$ cat config.mk
export PLATFORM = sky130hd
export DESIGN_NAME = rvv_commit_trace_flat
export DESIGN_NICKNAME = d
export VERILOG_FILES = /design/src/rtl/rvv_commit_trace_if.sv /design/src/rtl/rvv_commit_trace.sv /design/src/flat_wrapper.sv
export SDC_FILE = /design/constraint.sdc
export NUM_CORES = 2
export LEC_CHECK = 0
export CAP_MARGIN = 10
export CORE_MARGIN = 1
export CORE_UTILIZATION = 45
export CTS_CLUSTER_DIAMETER = 150
export CTS_CLUSTER_SIZE = 28
export DETAILED_ROUTE_END_ITERATION = 12
export PLACE_DENSITY = 0.66
export SLEW_MARGIN = 20
export SYNTH_ARGS = -nofsm -noshare
export SYNTH_HDL_FRONTEND = slang
export SYNTH_SLANG_ARGS = --single-unit
$ cat constraint.sdc
create_clock -name clk -period 25.5 [get_ports clk]
set_input_delay 3.825 -clock clk [delete_from_list [all_inputs] [get_ports clk]]
set_output_delay 3.825 -clock clk [all_outputs]
set_load 0.01 [all_outputs]
$ cat src/rtl/rvv_commit_trace_if.sv
// Commit-record stream carried from the trace stage to its consumer.
// Handshake: a record transfers on a clk edge where out_valid && out_ready; the source holds all out_* stable while out_valid && !out_ready.
interface rvv_commit_trace_if #(
  parameter int XLEN            = 32,
  parameter int VLEN            = 128,
  parameter int DATA_ADDR_WIDTH = 10,
  parameter int TS_WIDTH        = 32
);
  logic                       out_valid;
  logic                       out_ready;
  logic [TS_WIDTH-1:0]        out_ts;
  logic [2:0]                 out_mask;
  logic [9:0]                 out_pc;
  logic [4:0]                 out_xaddr;
  logic [XLEN-1:0]            out_xdata;
  logic [4:0]                 out_vaddr;
  logic [VLEN-1:0]            out_vdata;
  logic [DATA_ADDR_WIDTH-1:0] out_maddr;
  logic [7:0]                 out_mdata;

  modport master (
    output out_valid, out_ts, out_mask, out_pc, out_xaddr, out_xdata,
           out_vaddr, out_vdata, out_maddr, out_mdata,
    input  out_ready
  );

  modport slave (
    input  out_valid, out_ts, out_mask, out_pc, out_xaddr, out_xdata,
           out_vaddr, out_vdata, out_maddr, out_mdata,
    output out_ready
  );
endinterface

$ cat src/rtl/rvv_commit_trace.sv
// Packs every architectural write (scalar RF, vector RF, DMEM byte) of a cycle into one
// cycle-stamped record and queues it in a first-word fall-through FIFO for the logger.
module rvv_commit_trace #(
  parameter int XLEN            = 32,
  parameter int VLEN            = 128,
  parameter int DATA_ADDR_WIDTH = 10,
  parameter int DEPTH           = 8,
  parameter int TS_WIDTH        = 32
) (
  input  logic                       clk,
  input  logic                       rst,
  input  logic                       trace_en,
  input  logic                       x_we,
  input  logic [4:0]                 x_waddr,
  input  logic [XLEN-1:0]            x_wdata,
  input  logic                       v_we,
  input  logic [4:0]                 v_waddr,
  input  logic [VLEN-1:0]            v_wdata,
  input  logic                       m_we,
  input  logic [DATA_ADDR_WIDTH-1:0] m_waddr,
  input  logic [7:0]                 m_wdata,
  input  logic [9:0]                 pc,
  rvv_commit_trace_if.master         trace,
  output logic [$clog2(DEPTH):0]     count,
  output logic                       overflow,
  output logic [15:0]                drop_cnt
);
  localparam int PW = $clog2(DEPTH);
  localparam logic [PW:0] FULL_COUNT = DEPTH[PW:0];

  typedef struct packed {
    logic [TS_WIDTH-1:0]        ts;
    logic [2:0]                 mask;
    logic [9:0]                 pc;
    logic [4:0]                 xaddr;
    logic [XLEN-1:0]            xdata;
    logic [4:0]                 vaddr;
    logic [VLEN-1:0]            vdata;
    logic [DATA_ADDR_WIDTH-1:0] maddr;
    logic [7:0]                 mdata;
  } rec_t;

  rec_t                mem [DEPTH];
  rec_t                new_rec;
  rec_t                head;
  logic [TS_WIDTH-1:0] ts;
  logic [PW-1:0]       rd_ptr;
  logic [PW-1:0]       wr_ptr;
  logic                x_ev;
  logic                v_ev;
  logic                m_ev;
  logic                push_req;
  logic                pop;
  logic                full;
  logic                push_ok;
  logic                drop;

  // x0 is hardwired zero, so writes to it are not architectural state changes
  assign x_ev     = x_we && (x_waddr != 5'd0);
  assign v_ev     = v_we;
  assign m_ev     = m_we;
  assign push_req = trace_en && (x_ev || v_ev || m_ev);
  assign full     = (count == FULL_COUNT);
  assign pop      = trace.out_valid && trace.out_ready;
  assign push_ok  = push_req && (!full || pop);
  assign drop     = push_req && full && !pop;

  always_comb begin
    new_rec      = '0;
    new_rec.ts   = ts;
    new_rec.mask = {m_ev, v_ev, x_ev};
    new_rec.pc   = pc;
    if (x_ev) begin
      new_rec.xaddr = x_waddr;
      new_rec.xdata = x_wdata;
    end
    if (v_ev) begin
      new_rec.vaddr = v_waddr;
      new_rec.vdata = v_wdata;
    end
    if (m_ev) begin
      new_rec.maddr = m_waddr;
      new_rec.mdata = m_wdata;
    end
  end

  // Storage needs no reset: an empty FIFO masks the head to zero below.
  always_ff @(posedge clk) begin
    if (push_ok) mem[wr_ptr] <= new_rec;
  end

  always_ff @(posedge clk) begin
    if (rst) begin
      ts       <= '0;
      rd_ptr   <= '0;
      wr_ptr   <= '0;
      count    <= '0;
      overflow <= 1'b0;
      drop_cnt <= '0;
    end else begin
      ts <= ts + 1'b1;
      if (push_ok) wr_ptr <= wr_ptr + 1'b1;
      if (pop)     rd_ptr <= rd_ptr + 1'b1;
      case ({push_ok, pop})
        2'b10:   count <= count + 1'b1;
        2'b01:   count <= count - 1'b1;
        default: count <= count;
      endcase
      if (drop) begin
        overflow <= 1'b1;
        if (drop_cnt != 16'hFFFF) drop_cnt <= drop_cnt + 1'b1;
      end
    end
  end

  always_comb begin
    head = '0;
    if (count != '0) head = mem[rd_ptr];
  end

  assign trace.out_valid = (count != '0);
  assign trace.out_ts    = head.ts;
  assign trace.out_mask  = head.mask;
  assign trace.out_pc    = head.pc;
  assign trace.out_xaddr = head.xaddr;
  assign trace.out_xdata = head.xdata;
  assign trace.out_vaddr = head.vaddr;
  assign trace.out_vdata = head.vdata;
  assign trace.out_maddr = head.maddr;
  assign trace.out_mdata = head.mdata;
endmodule

$ cat src/flat_wrapper.sv
// flat-port wrapper written by rule: the top's interface ports become plain ports
module rvv_commit_trace_flat 
#(
  parameter int XLEN            = 32,
  parameter int VLEN            = 128,
  parameter int DATA_ADDR_WIDTH = 10,
  parameter int DEPTH           = 8,
  parameter int TS_WIDTH        = 32
)
  (clk, rst, trace_en, x_we, x_waddr, x_wdata, v_we, v_waddr, v_wdata, m_we, m_waddr, m_wdata, pc, count, overflow, drop_cnt, trace_out_valid, trace_out_ts, trace_out_mask, trace_out_pc, trace_out_xaddr, trace_out_xdata, trace_out_vaddr, trace_out_vdata, trace_out_maddr, trace_out_mdata, trace_out_ready);
  rvv_commit_trace_if #(.XLEN(XLEN), .VLEN(VLEN), .DATA_ADDR_WIDTH(DATA_ADDR_WIDTH), .TS_WIDTH(TS_WIDTH)) trace_i ();
  input  logic clk;
  input  logic rst;
  input  logic trace_en;
  input  logic x_we;
  input  logic [4:0] x_waddr;
  input  logic [XLEN-1:0] x_wdata;
  input  logic v_we;
  input  logic [4:0] v_waddr;
  input  logic [VLEN-1:0] v_wdata;
  input  logic m_we;
  input  logic [DATA_ADDR_WIDTH-1:0] m_waddr;
  input  logic [7:0] m_wdata;
  input  logic [9:0] pc;
  output logic [$clog2(DEPTH):0] count;
  output logic overflow;
  output logic [15:0] drop_cnt;
  output wire logic [$bits(trace_i.out_valid)-1:0] trace_out_valid;
  output wire logic [$bits(trace_i.out_ts)-1:0] trace_out_ts;
  output wire logic [$bits(trace_i.out_mask)-1:0] trace_out_mask;
  output wire logic [$bits(trace_i.out_pc)-1:0] trace_out_pc;
  output wire logic [$bits(trace_i.out_xaddr)-1:0] trace_out_xaddr;
  output wire logic [$bits(trace_i.out_xdata)-1:0] trace_out_xdata;
  output wire logic [$bits(trace_i.out_vaddr)-1:0] trace_out_vaddr;
  output wire logic [$bits(trace_i.out_vdata)-1:0] trace_out_vdata;
  output wire logic [$bits(trace_i.out_maddr)-1:0] trace_out_maddr;
  output wire logic [$bits(trace_i.out_mdata)-1:0] trace_out_mdata;
  input wire logic [$bits(trace_i.out_ready)-1:0] trace_out_ready;
  assign trace_out_valid = trace_i.out_valid;
  assign trace_out_ts = trace_i.out_ts;
  assign trace_out_mask = trace_i.out_mask;
  assign trace_out_pc = trace_i.out_pc;
  assign trace_out_xaddr = trace_i.out_xaddr;
  assign trace_out_xdata = trace_i.out_xdata;
  assign trace_out_vaddr = trace_i.out_vaddr;
  assign trace_out_vdata = trace_i.out_vdata;
  assign trace_out_maddr = trace_i.out_maddr;
  assign trace_out_mdata = trace_i.out_mdata;
  assign trace_i.out_ready = trace_out_ready;
  rvv_commit_trace #(.XLEN(XLEN), .VLEN(VLEN), .DATA_ADDR_WIDTH(DATA_ADDR_WIDTH), .DEPTH(DEPTH), .TS_WIDTH(TS_WIDTH)) u_core (.clk(clk), .rst(rst), .trace_en(trace_en), .x_we(x_we), .x_waddr(x_waddr), .x_wdata(x_wdata), .v_we(v_we), .v_waddr(v_waddr), .v_wdata(v_wdata), .m_we(m_we), .m_waddr(m_waddr), .m_wdata(m_wdata), .pc(pc), .trace(trace_i), .count(count), .overflow(overflow), .drop_cnt(drop_cnt));
endmodule
# Word level (Yosys, flattened, before mapping)
# Memories as Yosys holds them, arrays and structs flattened. A register that Yosys moved wholly into a read port is not among the register bits.
# Index checks and enable logic that the tools add are counted.
# totals
reg_bits	59
latch_bits	0
ramBits	1864
romBits	0
inputBits	205
out_inout_bits	255
n_memories	1
# memory_table
memory	depth	width	read_ports	rd_ports_with_merged_regs	wr	line	source
u_core.mem	8	233	1	1	1	rvv_commit_trace.sv:43	rec_t mem [DEPTH];
# classes
add_sub_neg	6
mul	0
n_div	0
n_lt_le_gt_ge	0
n_eq_ne	4
shifts	0
n_mux	9
n_bitwise	0
reduce_logical	15
# ops
op	count
two-way mux 233 bit	1
two-way mux 133 bit	1
two-way mux 37 bit	1
adder 32 x 1 -> 32 bit (second input constant)	1
two-way mux 18 bit	1
adder 16 x 1 -> 16 bit (second input constant)	1
inequality test 16 bit (second input constant)	1
one-hot mux 4 bit (2 select lines)	1
adder 3 x 1 -> 3 bit (second input constant)	2
logical AND 1 bit	6
two-way mux 3 bit	2
nonzero test 5 bit	1
adder 4 x 1 -> 4 bit (second input constant)	1
== test 4 bit (second input constant)	1
nonzero test 4 bit	1
subtractor 4 x 1 -> 4 bit (second input constant)	1
logical OR 1 bit	3
== test 2 x 1 -> 1 bit (second input constant)	1
== test 2 bit (second input constant)	1
zero test 1 bit	2
two-way mux 1 bit	2
AND reduction 2 bit	1
nonzero test 2 bit	1

# Logic depth before layout (Yosys ltp)
# logic_depth
depth_word	8
ltp_mapped	10

# Worst setup path before layout
# No wires, ideal clock.
# synth_timing
path_type	input -> register
from	input port v_we
to	memory u_core.mem[0][0] (netlist bit), enable pin
setup_time_ns	1.397
t_arrival_ns	26.347
setup_slack_ns	-2.244
cell_stages	5
path_buffers	1
path_cell_list	buf_2 > nor2_1 > a31oi_4 > nand2_1 > nor4_1
# synth_between
elab_chain_len	6
# synth_lines
element	line	source
start: declaration	flat_wrapper.sv:18	input logic v_we;
logical OR 1 bit (2 in a row)	rvv_commit_trace.sv:62	assign push_req = trace_en && (x_ev || v_ev || m_ev);
logical AND 1 bit	rvv_commit_trace.sv:62	
logical AND 1 bit	rvv_commit_trace.sv:65	assign push_ok = push_req && (!full || pop);
two-way mux 1 bit	rvv_commit_trace.sv:89	if (push_ok) mem[wr_ptr] <= new_rec;
two-way mux 1 bit (not written as such)	rvv_commit_trace.sv:89	
end: declaration	rvv_commit_trace.sv:43	
# No other way between the ends.

# Worst setup path in the final report
# layout_timing
from	input port v_we
to	memory u_core.mem[7][137] (netlist bit), enable pin
# Same word-level chain as after synthesis.

==> results.py <==
metrics = {
    "outcome": {
        "status": "complete, no violations",
    },
    "global_routing": {
        "grt_pass1_wl_mm": 240.6,
        "track_usage_pct": 19.47,
        "grt_pass1_vias": 35573,
        "antenna_found_initial": 17,
        "grt_overflow_total": 0,
        "grt_max_degree": 161,
    },
    "drt": {
        "routed_wl_mm": 164.1,
        "via_per_inst": 5.628,
        "drt-initial-drc-count": 3192,
        "wire_per_inst_um": 26.73,
        "ant_nets": 0,
        "drcViolationCount": 0,
        "vias": 34541,
        "dr.pass1.iters": 5,
    },
    "worst_hold_path": {
        "holdPathStages": 2,
        "min_path_type": "reg2reg",
        "hold_path.startpoint": "u_core.rd_ptr[1]$_SDFFE_PP0N_",
    },
    "timing": {
        "fmax_mhz": 112.7,
        "period_share_pct": 34.79,
        "setup_viol": 0,
        "fin_tns_setup_ps": 0,
        "rsz0062_at_grt": "false",
        "worst_pin_slew_ps": 1200,
        "hold_viol": 0,
        "holdWs_ps": 475.7,
        "slew_violations": 0,
        "fin_ws_ps": 16630,
        "finalClockSkew_ps": 36.74,
        "max-slew-margin-rel_pct": 20.03,
        "post-route-min-period_ps": 8870,
    },
    "run": {
        "maxCapViolCount": 0,
    },
    "yosys": {
        "synth_nets": 3698,
        "synth.avg_cell_area_um2": 21.38,
        "synth-xor-area-share_pct": 0.5286,
        "synth_adder_area_share_pct": 0.08390,
        "synth_edf_count": 1864,
        "yosysUniqueCellTypes": 53,
        "synth_top_family_by_area": "multiplexers",
        "synthCells": 3488,
        "ys_seq_area_share_pct": 76.73,
        "syn-cell-area_mm2": 0.07456,
        "synthArstFlopShare_pct": 0,
        "yosys_warnings": 0,
        "synth-main-ff-cell": "edfxtp_1",
        "yosys_register_bits": 1926,
        "synth-simple-area-share_pct": 3.943,
        "synth_compound_area_share_pct": 0.3809,
        "muxShareOfSynthArea_pct": 17.27,
    },
    "placement": {
        "gp_congestion": 0.7472,
        "place_area_mm2": 0.08177,
        "dp_cells": 6019,
        "dp_slack_ps": 15740,
        "hpwl_mm": 89.58,
        "portBuffers": 459,
    },
    "die": {
        "initial_utilization_pct": 45.24,
        "die_x_um": 409.1,
        "dieArea_mm2": 0.1673,
        "io_pins": 460,
        "rows": 149,
        "core-area_mm2": 0.1648,
        "fp.dieH_um": 409.1,
    },
    "pwr": {
        "leakage_nw": 25.16,
        "irDropWorstVdd_v": 0.0001107,
        "p_total_mw": 7.146,
        "powerDensity_mw_per_mm2": 85.14,
    },
    "clock_tree": {
        "cts_buffers": 78,
        "clockBufferDepth": 3,
        "cts_sinks": 1926,
        "cts_setup_buffers": 0,
        "htree_levels": 3,
        "cts_tree": "built",
        "cts_hold_buf": 0,
        "clock_latency_ps": 720,
        "cts_resized": 0,
        "cts.clk_slew.worst_paths_ps": 110,
        "cts-root-buf": "clkbuf_16",
    },
    "setup_path": {
        "crit_arrival_ps": 9200,
        "rrSetupSlack_ps": 20870,
        "worst_r2r_path_depth": 8,
        "cp-start-kind": "primary input",
        "r2r-start": "u_core.count[1]$_SDFFE_PP0P_",
        "timing.rr.end": "u_core.mem[7][137]$_DFFE_PP_",
        "crit_path_end_kind": "flop",
        "setup.worst_path.class": "in2reg",
        "required_ps": 25830,
        "crit_path_max_fanout": 68,
    },
    "layout": {
        "drive_gt1_share_pct": 16.62,
        "final_area_mm2": 0.08393,
        "n_fill_cell": 13076,
        "utilization_pct": 50.93,
        "mostFrequentLayoutCells": "1,864 x edfxtp_1, 466 x mux4_2, 456 x clkdlybuf4s50_1",
        "finalNonFillerCells": 6137,
        "final_common_cell": "edfxtp_1",
        "layout.nets": 4120,
        "syn2layout_area_growth_pct": 12.56,
    },
}
[cell usage after synthesis (2+ instances only)]
| library cell | count | area, um^2 |
|---|---|---|
| a2111oi_2 | 5 | 75.07 |
| a211oi_1 | 2 | 15.01 |
| a21o_1 | 2 | 15.01 |
| a21oi_1 | 8 | 40.04 |
| a21oi_2 | 2 | 17.52 |
| and2_1 | 189 | 1182 |
| and3_1 | 7 | 43.79 |
| and4_1 | 6 | 52.55 |
| buf_1 | 33 | 123.9 |
| buf_2 | 58 | 290.3 |
| clkbuf_1 | 93 | 349.1 |
| dfxtp_1 | 62 | 1241 |
| edfxtp_1 | 1864 | 55970 |
| ha_1 | 5 | 62.56 |
| inv_1 | 4 | 15.01 |
| mux2i_1 | 237 | 2372 |
| mux4_2 | 466 | 10500 |
| nand2_1 | 25 | 93.84 |
| nand2b_1 | 2 | 12.51 |
| nand3_1 | 19 | 95.09 |
| nand4_1 | 14 | 87.58 |
| nor2_1 | 298 | 1119 |
| nor2b_1 | 2 | 12.51 |
| nor3_1 | 8 | 40.04 |
| nor3_4 | 2 | 32.53 |
| nor4_4 | 3 | 63.81 |
| o21ai_0 | 2 | 10.01 |
| or3_1 | 2 | 12.51 |
| xnor2_1 | 17 | 148.9 |
| xor2_1 | 28 | 245.2 |
[kinds of logic (layout without fill, tap and decap cells)]
family / count (synthesis) / after routing
simple gates: 587 / 587
mux: 704 / 704
compound gates: 31 / 31
flops: 1926 / 1926
buf+inv: 190 / 648
fa+ha+maj: 5 / 5
xor+xnor: 45 / 45
other cells: 0 / 2
[state kept, by name (all words and copies together) (netlist names), named ones only]
name             flops
u_core.drop_cnt     16
u_core.rd_ptr        3
u_core.ts           32
u_core.count         4
u_core.wr_ptr        3
u_core.mem        1864
u_core.overflow      1
[worst max-delay path: stages]
cell	delay (ps)
buf_4	290
buf_4	810
o31ai_2	260
a31o_1	500
nor2_1	360
nand2_1	280
nor2_4	580
buf_4	620
buf_4	760
buf_4	700
[report_power, final]
group | internal (mW) | switching (mW) | total (mW)
Sequential | 3.54 | 0.0467 | 3.59
Combinational | 1.02 | 1.05 | 2.06
Clock | 0.583 | 0.913 | 1.50
Total | 5.14 | 2.00 | 7.15
[worst max path at each step]
stage	start	endpoint	slack (ps)	depth (start not counted)
after floorplan	v_we	u_core.mem[4][0]$_DFFE_PP_	4040	5
after global placement	v_we	u_core.mem[7][125]$_DFFE_PP_	15770	10
after detailed placement	v_we	u_core.mem[7][125]$_DFFE_PP_	15740	10
after CTS	v_we	u_core.mem[7][133]$_DFFE_PP_	16500	10
after global routing	v_we	u_core.mem[7][137]$_DFFE_PP_	16330	10
final	v_we	u_core.mem[7][137]$_DFFE_PP_	16630	10
[layer usage]
metal | share of wire, % | up-vias | track usage [%]
li1 | - | 14909 | -
met2 | 50 | 934 | 32.37
met5 | 0.074 | - | 0
met4 | 1.6 | 18 | 4.023
met1 | 43 | 18540 | 27.28
met3 | 5.6 | 140 | 3.098
[layout make-up]
class | instances | area [um^2] | share of cell area, %
diodes | 2 | 5.005 | 0.005963
clock buffers | 110 | 2093 | 2.494
clock inverters | 6 | 58.81 | 0.07007
inverters | 5 | 18.77 | 0.02236
multi-input cells | 1372 | 16630 | 19.82
flip-flops and latches | 1926 | 57230 | 68.18
well taps | 2189 | 2739 | 3.263
repair buffers | 527 | 5155 | 6.142
Note: power is estimated with default switching activity, not from simulation.
